## config.mk

```make
export PLATFORM = sky130hd
export DESIGN_NAME = instruction_fetch
export DESIGN_NICKNAME = d
export VERILOG_FILES = /design/src/rtl/fetch_pkg.sv /design/src/rtl/fetch_fifo.sv /design/src/rtl/instruction_fetch.sv
export SDC_FILE = /design/constraint.sdc
export NUM_CORES = 1
export LEC_CHECK = 0
export CORE_MARGIN = 8
export CORE_UTILIZATION = 40
export DETAILED_ROUTE_END_ITERATION = 16
export PLACE_DENSITY_LB_ADDON = 0.3
export SYNTH_ARGS = -nofsm -noshare
export SYNTH_HDL_FRONTEND = slang
export SYNTH_SLANG_ARGS = --single-unit
```

## constraint.sdc

```tcl
create_clock -name clock -period 2.6 [get_ports clock]
set_clock_uncertainty 0.2 [all_clocks]
set_input_delay 0.52 -clock clock [delete_from_list [all_inputs] [get_ports clock]]
set_output_delay 0.52 -clock clock [all_outputs]
set_load 0.005 [all_outputs]
```

## src/rtl/fetch_pkg.sv

```systemverilog
// fetch_pkg: shared widths, state encoding and buffer entry type for the fetch stage
package fetch_pkg;
    localparam int INST_W = 32;
    localparam int OPCODE_W = 7;
    localparam logic [31:0] DEFAULT_RESET_PC = 32'h0000_0000;

    typedef enum logic [1:0] {BOOT, FETCH, FLUSH} fetch_state_t;

    typedef struct packed {
        logic [31:0]       pc;
        logic [INST_W-1:0] inst;
    } fetch_entry_t;

    function automatic logic [31:0] word_align(input logic [31:0] a);
        return {a[31:2], 2'b00};
    endfunction
endpackage

```

## src/rtl/fetch_fifo.sv

```systemverilog
// fetch_fifo: synchronous buffer of {pc, inst} entries with a single-cycle flush
module fetch_fifo
    import fetch_pkg::*;
#(
    parameter int DEPTH = 2
) (
    input  logic                   clock,
    input  logic                   reset_n,
    input  logic                   push,
    input  logic                   pop,
    input  logic                   flush,
    input  fetch_entry_t           din,
    output fetch_entry_t           dout,
    output logic                   full,
    output logic                   empty,
    output logic [$clog2(DEPTH):0] count
);
    localparam int AW = $clog2(DEPTH);

    fetch_entry_t  mem_q [DEPTH];
    logic [AW-1:0] rd_q, rd_d, wr_q, wr_d;
    logic [AW:0]   cnt_q, cnt_d;

    always_comb begin
        rd_d = flush ? '0 : rd_q + AW'(pop);
        wr_d = flush ? '0 : wr_q + AW'(push);
        cnt_d = flush ? '0 : cnt_q + (AW+1)'(push) - (AW+1)'(pop);
    end

    always_ff @(posedge clock or negedge reset_n) begin
        if (!reset_n) begin
            rd_q <= '0;
            wr_q <= '0;
            cnt_q <= '0;
            for (int i = 0; i < DEPTH; i++) mem_q[i] <= '0;
        end else begin
            rd_q <= rd_d;
            wr_q <= wr_d;
            cnt_q <= cnt_d;
            if (push && !flush) mem_q[wr_q] <= din;
        end
    end

    assign dout = mem_q[rd_q];
    assign empty = cnt_q == '0;
    assign full = cnt_q == (AW+1)'(DEPTH);
    assign count = cnt_q;
endmodule

```

## src/rtl/instruction_fetch.sv

```systemverilog
// instruction_fetch: PC and in-order imem requests, buffered hand-off to decode, redirect flush.
// FETCH_BYPASS_EN: forwards a kept response straight to decode when the buffer is empty.
module instruction_fetch
    import fetch_pkg::*;
#(
    parameter logic [31:0] RESET_PC = DEFAULT_RESET_PC,
    parameter int FIFO_DEPTH = 2
) (
    input  logic                clock,
    input  logic                reset_n,
    output logic                imem_req_valid,
    input  logic                imem_req_ready,
    output logic [31:0]         imem_req_addr,
    input  logic                imem_rsp_valid,
    input  logic [31:0]         imem_rsp_data,
    input  logic                redirect_valid,
    input  logic [31:0]         redirect_pc,
    output logic                inst_valid,
    input  logic                inst_ready,
    output logic [INST_W-1:0]   inst_data,
    output logic [31:0]         inst_pc,
    output logic [OPCODE_W-1:0] inst_opcode
);
    localparam int CW = $clog2(FIFO_DEPTH) + 2;

    fetch_state_t state_q, state_d;
    logic [31:0] pc_q, pc_d, rsp_pc_q, rsp_pc_d, req_addr_q, req_addr_d;
    logic [CW-1:0] out_q, out_d, stale_q, stale_d, occ_d;
    logic req_valid_q, req_valid_d, req_stale_q, req_stale_d;
    logic acc, hold, keep, push_req, push, pop, fifo_full, fifo_empty;
    logic [$clog2(FIFO_DEPTH):0] count;
    fetch_entry_t head, rsp_entry, out_entry;

    assign acc = req_valid_q && imem_req_ready;
    assign hold = req_valid_q && !imem_req_ready;
    assign keep = imem_rsp_valid && stale_q == '0 && !redirect_valid;
    assign rsp_entry = {rsp_pc_q, imem_rsp_data};
`ifdef FETCH_BYPASS_EN
    assign out_entry = (fifo_empty && keep) ? rsp_entry : head;
    assign inst_valid = !fifo_empty || keep;
    assign push_req = keep && !(fifo_empty && inst_ready);
`else
    assign out_entry = head;
    assign inst_valid = !fifo_empty;
    assign push_req = keep;
`endif
    assign pop = !fifo_empty && inst_ready;
    assign push = push_req && (!fifo_full || pop);

    // A request still held at a redirect (req_stale) is charged to stale once accepted.
    always_comb begin
        out_d = out_q + CW'(acc) - CW'(imem_rsp_valid);
        occ_d = redirect_valid ? '0 : CW'(count) + CW'(push) - CW'(pop);
        stale_d = stale_q - CW'(imem_rsp_valid && stale_q != '0) + CW'(acc && req_stale_q);
        req_stale_d = req_stale_q && !acc;
        pc_d = (acc && !req_stale_q) ? pc_q + 32'd4 : pc_q;
        rsp_pc_d = keep ? rsp_pc_q + 32'd4 : rsp_pc_q;
        state_d = (state_q == FLUSH && stale_q != '0) ? FLUSH : FETCH;
        if (redirect_valid) begin
            stale_d = out_d;
            req_stale_d = hold;
            pc_d = word_align(redirect_pc);
            rsp_pc_d = word_align(redirect_pc);
            state_d = out_d != '0 ? FLUSH : FETCH;
        end
        req_valid_d = hold || (state_d == FETCH && out_d + occ_d < CW'(FIFO_DEPTH));
        req_addr_d = hold ? req_addr_q : pc_d;
    end

    always_ff @(posedge clock or negedge reset_n) begin
        if (!reset_n) begin
            state_q <= BOOT;
            pc_q <= RESET_PC;
            rsp_pc_q <= RESET_PC;
            req_addr_q <= RESET_PC;
            req_valid_q <= 1'b0;
            req_stale_q <= 1'b0;
            out_q <= '0;
            stale_q <= '0;
        end else begin
            state_q <= state_d;
            pc_q <= pc_d;
            rsp_pc_q <= rsp_pc_d;
            req_addr_q <= req_addr_d;
            req_valid_q <= req_valid_d;
            req_stale_q <= req_stale_d;
            out_q <= out_d;
            stale_q <= stale_d;
        end
    end

    fetch_fifo #(.DEPTH(FIFO_DEPTH)) u_fifo (
        .clock(clock),
        .reset_n(reset_n),
        .push(push),
        .pop(pop),
        .flush(redirect_valid),
        .din(rsp_entry),
        .dout(head),
        .full(fifo_full),
        .empty(fifo_empty),
        .count(count)
    );

    assign imem_req_valid = req_valid_q;
    assign imem_req_addr = req_addr_q;
    assign inst_data = out_entry.inst;
    assign inst_pc = out_entry.pc;
    assign inst_opcode = out_entry.inst[OPCODE_W-1:0];
endmodule

```

; ---- After elaboration in Yosys (flattened, before gate mapping)
; Index checks and enable logic that the tools add are counted.
[op_classes]
n_reduce_logical = 27
bitwise_logic = 2
add_sub_neg = 13
mux = 19
eq_ne = 3
magnitude_cmp = 4
[op_table]
columns = operator, count
row1 = two-way mux 64 bit, 4
row2 = bitwise mux 128 bit, 1
row3 = two-way mux 32 bit, 4
row4 = "adder 32 x 3 -> 32 bit, second input constant", 2
row5 = demux 64 bit (select 1 bit), 1
row6 = logical AND 1 bit, 14
row7 = subtractor 3 x 1 -> 3 bit, 3
row8 = two-way mux 2 bit, 4
row9 = adder 3 x 1 -> 3 bit, 2
row10 = logical NOT 1 bit, 6
row11 = two-way mux 3 bit, 2
row12 = nonzero test 3 bit, 2
row13 = "== test 2 bit, second input constant", 2
row14 = ">= comparator 2 bit, second input constant", 2
row15 = inverter 1 -> 2 bit, 2
row16 = adder 2 x 1 -> 3 bit, 1
row17 = adder 3 bit, 1
row18 = logical NOT 3 bit, 1
row19 = "< comparator 3 x 2 -> 1 bit, second input constant", 1
row20 = two-way mux 1 bit, 3
row21 = adder 1 bit, 2
row22 = adder 2 x 1 -> 2 bit, 1
row23 = "== test 2 x 1 -> 1 bit, second input constant", 1
row24 = logical NOT 2 bit, 1
row25 = other kinds (4), 5
[word_totals]
ff_bits = 238
elab_cells = 83
inputBits = 70

; ---- Longest topological paths before layout
[depth]
depth_word = 12
mapped_depth = 11

; ---- Cells and area by module
; Synthesis repeated with hierarchy kept, for this count alone.
[hier_totals]
cells_unflattened = 896
hier_area_um2 = 11454.7
[modules_own_cells]
columns = module, n_inst, seq_area_each_um2, cells_each, area_per_inst_um2
row1 = fetch_fifo, 1, 3303.2, 360, 6058.3
row2 = instruction_fetch, 1, 2602.5, 536, 5396.4

; ---- Least setup slack after synthesis
; OpenSTA, ideal clock, no wires.
[synth_path]
kind = input-to-reg
from = input imem_rsp_valid
to = register req_valid_q (netlist: imem_req_valid)
cell_stages = 8
slack_ns = -0.292
t_arrival_ns = 2.552
path_cell_list = or4b_1 > buf_6 > nor4_1 > fa_1 > nand2_1 > fa_1 > inv_1 > o31ai_1
[synth_between]
elab_chain_len = 10
elab_cells_between_ends = 15
cone_classes = add/sub: 4 / order compare: 1 / eq/ne: 1 / mux: 3 / reduce/logical: 6
[synth_lines]
columns = element, line
row1 = "start, declared", instruction_fetch.sv:14  ; input logic imem_rsp_valid,
row2 = logical AND 1 bit (2 in a row), instruction_fetch.sv:36  ; assign keep = imem_rsp_valid && stale_q == '0 && !redirect_valid;
row3 = logical AND 1 bit, instruction_fetch.sv:48  ; assign push = push_req && (!fifo_full || pop);
row4 = adder 2 x 1 -> 3 bit, instruction_fetch.sv:53  ; occ_d = redirect_valid ? '0 : CW'(count) + CW'(push) - CW'(pop);
row5 = subtractor 3 x 1 -> 3 bit, instruction_fetch.sv:53
row6 = two-way mux 3 bit, instruction_fetch.sv:53
row7 = adder 3 bit, instruction_fetch.sv:66  ; req_valid_d = hold || (state_d == FETCH && out_d + occ_d < CW'(FIFO_DEPTH));
row8 = < comparator 3 x 2 -> 1 bit, instruction_fetch.sv:66
row9 = logical AND 1 bit *, instruction_fetch.sv:66
row10 = logical OR 1 bit *, instruction_fetch.sv:66
row11 = via req_valid_d, instruction_fetch.sv:29  ; logic req_valid_q, req_valid_d, req_stale_q, req_stale_d;
row12 = "end signal, assigned", instruction_fetch.sv:85  ; req_valid_q <= req_valid_d;
row13 = "end, declared", instruction_fetch.sv:29
; The timed path passes the listed nets; every way through them passes the cells marked *.
; A chain may end at the register's enable or synchronous reset.

; ---- Final worst setup path
[layout_path]
from = input imem_rsp_valid
to = register req_valid_q (netlist: imem_req_valid)
[layout_between]
elab_cells_between_ends = 15
cone_classes = add/sub: 4 / order compare: 1 / eq/ne: 1 / mux: 3 / reduce/logical: 6
[layout_rtl]
columns = element, line
row1 = subtractor 3 x 1 -> 3 bit *, instruction_fetch.sv:52  ; out_d = out_q + CW'(acc) - CW'(imem_rsp_valid);
row2 = via out_d[1], instruction_fetch.sv:28  ; logic [CW-1:0] out_q, out_d, stale_q, stale_d, occ_d;
row3 = branches (longest 4 deep; another with adder 3 bit), -
row4 = logical AND 1 bit *, instruction_fetch.sv:66
row5 = logical OR 1 bit *, instruction_fetch.sv:66
row6 = via req_valid_d, instruction_fetch.sv:29
; Mark *: on every way through the listed nets, which the timed path passes.

==> flow_metrics.env <==
export IMPL_synthTopCellsByArea="dfrtp_1, mux2_2, mux2_4"
export IMPL_setup_ws_ns=-0.151
export IMPL_end_kind="register"
export IMPL_antenna_cells=0
export IMPL_r2r_cells=11
export IMPL_synth_ff_type="dfrtp_1"
export IMPL_rsz0062_at_grt="yes"
export IMPL_relSlewSlack_pct=28.4
export IMPL_period_needed_ns=2.75
export IMPL_drt_total_wl_um=28400
export IMPL_hold_ws_ns=0.279
export IMPL_fmax_mhz=364
export IMPL_die_area_um2=33300
export IMPL_design_area_um2=15000
export IMPL_synthArstFlopShare_pct=100
export IMPL_insertion_delay_ns=0.52
export IMPL_cts_made_buffers=26
export IMPL_synth_top_area_share_pct=52.4
export IMPL_grt_pass1_wl_um=45100
export IMPL_hold_end="imem_req_addr[2]$_DFFE_PN0N_"
export IMPL_final_nets=1242
export IMPL_cts_root_buf="clkbuf_16"
export IMPL_tns_ns=-0.384
export IMPL_fp_coreArea_um2=27600
export IMPL_synth_commonest_cells="dfrtp_1, mux2_2, nor2_1, mux2_4, nand2_1"
export IMPL_post_route_period_util_pct=106
export IMPL_maxCapViolCount=0
export IMPL_power_density_nw_per_um2=1010
export IMPL_yosysUniqueCellTypes=49
export IMPL_yosysSeqAreaShare_pct=52.4
export IMPL_regToRegSetupSlack_ns=-0.12
export IMPL_arrival_ns=2.98
export IMPL_hpwlAfterDp_um=20400
export IMPL_outcome="finished, violations left"
export IMPL_clk_path_buf_depth=3
export IMPL_gp_congestion=0.862
export IMPL_crit_fanout=3
export IMPL_clkSlewWorstSetupHoldPaths_ns=0.06
export IMPL_htree_levels=1
export IMPL_die_h_um=182
export IMPL_layout_drive_gt1_share_pct=35.8
export IMPL_slew_viol_final=0
export IMPL_hp_class="reg2reg"
export IMPL_io_pins=175
export IMPL_grt_max_degree=58
export IMPL_r2r_end="imem_req_valid$_DFF_PN0_"
export IMPL_die_x_um=182
export IMPL_vias=7853
export IMPL_crit_type="in2reg"
export IMPL_drcViolationCount=0
export IMPL_startpoint_type="input pin"
export IMPL_cts_sinks=232
export IMPL_ys_ff_latch=232
export IMPL_synth_most_common_cell="dfrtp_1"
export IMPL_area_delta_synth_final_pct=35.7
export IMPL_worst_slew_pin_slew_ns=1.07
export IMPL_post_dp_cell_area_um2=13900
export IMPL_overflow=0
export IMPL_drtPass1Iterations=4
export IMPL_synth_warnings=0
export IMPL_grtUsageTotal_pct=16.8
export IMPL_portBuffers=170
export IMPL_hold_path_startpoint="imem_req_addr[2]$_DFFE_PN0N_"
export IMPL_wl_per_cell_um=18.2
export IMPL_finalHoldViolCount=0
export IMPL_cp_required_ns=2.83
export IMPL_drt_iter0_drc=422
export IMPL_viasPerCell=5.04
export IMPL_finalSetupViolations=12
export IMPL_violations="setup timing"
export IMPL_rows=61
export IMPL_antenna_found_initial=0
export IMPL_synth_top_area_cell="dfrtp_1"
export IMPL_peakVddDrop_mv=0.482
export IMPL_cts_tree="yes"
export IMPL_holdPathStages=2
export IMPL_leakage_nw=6.68
export IMPL_synth_edf_count=0
export IMPL_start_util_pct=40.2
export IMPL_first_global_vias=8158
export IMPL_syn_inst=899
export IMPL_synth_area_um2=11100
export IMPL_dp_slack_ns=-0.806
export IMPL_r2r_start="u_fifo.count[0]$_DFF_PN0_"
export IMPL_drtAntennaViolNets=0
export IMPL_synth_area_per_cell_um2=12.3
==> worst max-delay path by stage <==
stage               slack, ns                       end  cells past startpoint                      start
floorplan               -0.18  imem_req_valid$_DFF_PN0_                     10             imem_req_ready
global placement        -0.73  imem_req_valid$_DFF_PN0_                     11             imem_req_ready
detailed placement      -0.81  imem_req_valid$_DFF_PN0_                     11             imem_req_ready
CTS                     -0.20             inst_data[16]                      5      u_fifo.rd_q$_DFF_PN0_
global route            -0.31  imem_req_valid$_DFF_PN0_                     11  u_fifo.count[1]$_DFF_PN0_
finish                  -0.15  imem_req_valid$_DFF_PN0_                     10             imem_rsp_valid
==> timing repair <==
| item | in CTS | in global routing |
|---|---|---|
| endpoints found under the hold margin | 51 | 0 |
| buffers inserted | 6 | 4 |
| hold buffers | 1 | 0 |
| gates resized for setup | 147 | 75 |
| pin swaps | 2 | 2 |
| setup endpoints to repair | 125 | 48 |
| cloned | 3 | 0 |
==> worst max-delay path, stage by stage <==
cell and delay, ns:
clkdlybuf4s50_1 0.42, buf_4 0.15, ha_1 0.26, inv_1 0.04
ha_1 0.18, fa_1 0.52, inv_2 0.06, fa_2 0.56
inv_1 0.05, o31ai_1 0.22
==> through the flow <==
step           total power [mW]  std cells  utilization (%)
3_3_place_gp               11.2       1499             50.5
5_1_grt                    16.1       1559             54.6
3_5_place_dp               11.3       1499             50.5
2_1_floorplan              8.34        900                -
6_report                   15.2       1559             54.6
4_1_cts                    15.2       1557             54.3
==> sequential cells by signal, indices dropped and copies added, names as in the netlist <==
name / flops
pc_q: 32
req_stale_q: 1
u_fifo.wr_q: 1
stale_q: 3
out_q: 3
imem_req_valid: 1
u_fifo.count: 2
rsp_pc_q: 30
state_q: 2
imem_req_addr: 32
u_fifo.rd_q: 1
u_fifo.mem_q: 124
==> layout by cell type (no fill, tap or decap), types with 6 or more instances in the layout <==
cell | synthesis | layout
a21oi_1 | 54 | 54
a221oi_1 | 8 | 8
and3_1 | 11 | 11
buf_12 | 0 | 17
buf_2 | 4 | 7
buf_4 | 10 | 95
buf_6 | 13 | 18
clkbuf_16 | 0 | 27
clkbuf_2 | 0 | 16
clkbuf_8 | 0 | 6
clkdlybuf4s15_1 | 0 | 10
clkdlybuf4s50_1 | 0 | 99
clkinv_2 | 0 | 6
dfrtp_1 | 232 | 231
dlygate4sd2_1 | 0 | 22
ha_1 | 7 | 6
inv_1 | 20 | 19
mux2_2 | 136 | 128
mux2_4 | 59 | 67
nand2_1 | 55 | 54
nand3_1 | 26 | 26
nand4_1 | 17 | 17
nor2_1 | 66 | 66
nor3_1 | 11 | 9
nor4_1 | 12 | 8
nor4_2 | 4 | 7
o22ai_1 | 6 | 6
o31ai_1 | 10 | 10
xnor2_1 | 26 | 26
xor2_1 | 35 | 35
==> cell type report <==
type | instances | area [um2]
timing repair buffer | 289 | 2750
inverter | 21 | 78.8
clock buffer | 34 | 762
tap | 378 | 473
multi-input combinational | 591 | 4970
clock inverter | 14 | 204
sequential | 232 | 5810
fill | 2333 | 12500
==> report_power, final <==
part,total (mW),switching (mW),leakage [nW],internal [mW]
registers,5.42,0.685,2.84,4.73
clock network,4.02,1.46,0.476,2.56
logic,5.80,2.20,3.36,3.60
==> logic make-up after synthesis <==
logic type,after synthesis,synth area share (%)
flops,232,52.4
mux,198,22.1
compound gates,91,4.95
other cells,1,0.0338
simple gates,228,10.3
buf+inv,77,3.87
xor+xnor,61,4.82
fa+ha+maj,11,1.51
==> metal layers <==
layer  part of all wire, %  wire (um)  vias up  track usage [%]
met5                     0          0        -                0
met4                   1.6        464        0             3.38
met3                   4.9       1400       39             3.22
met2                    46      13100      214             27.3
met1                    47      13500     3907             23.1
li1                      -          -     3693                -
Power figures use the tool's default switching activity.
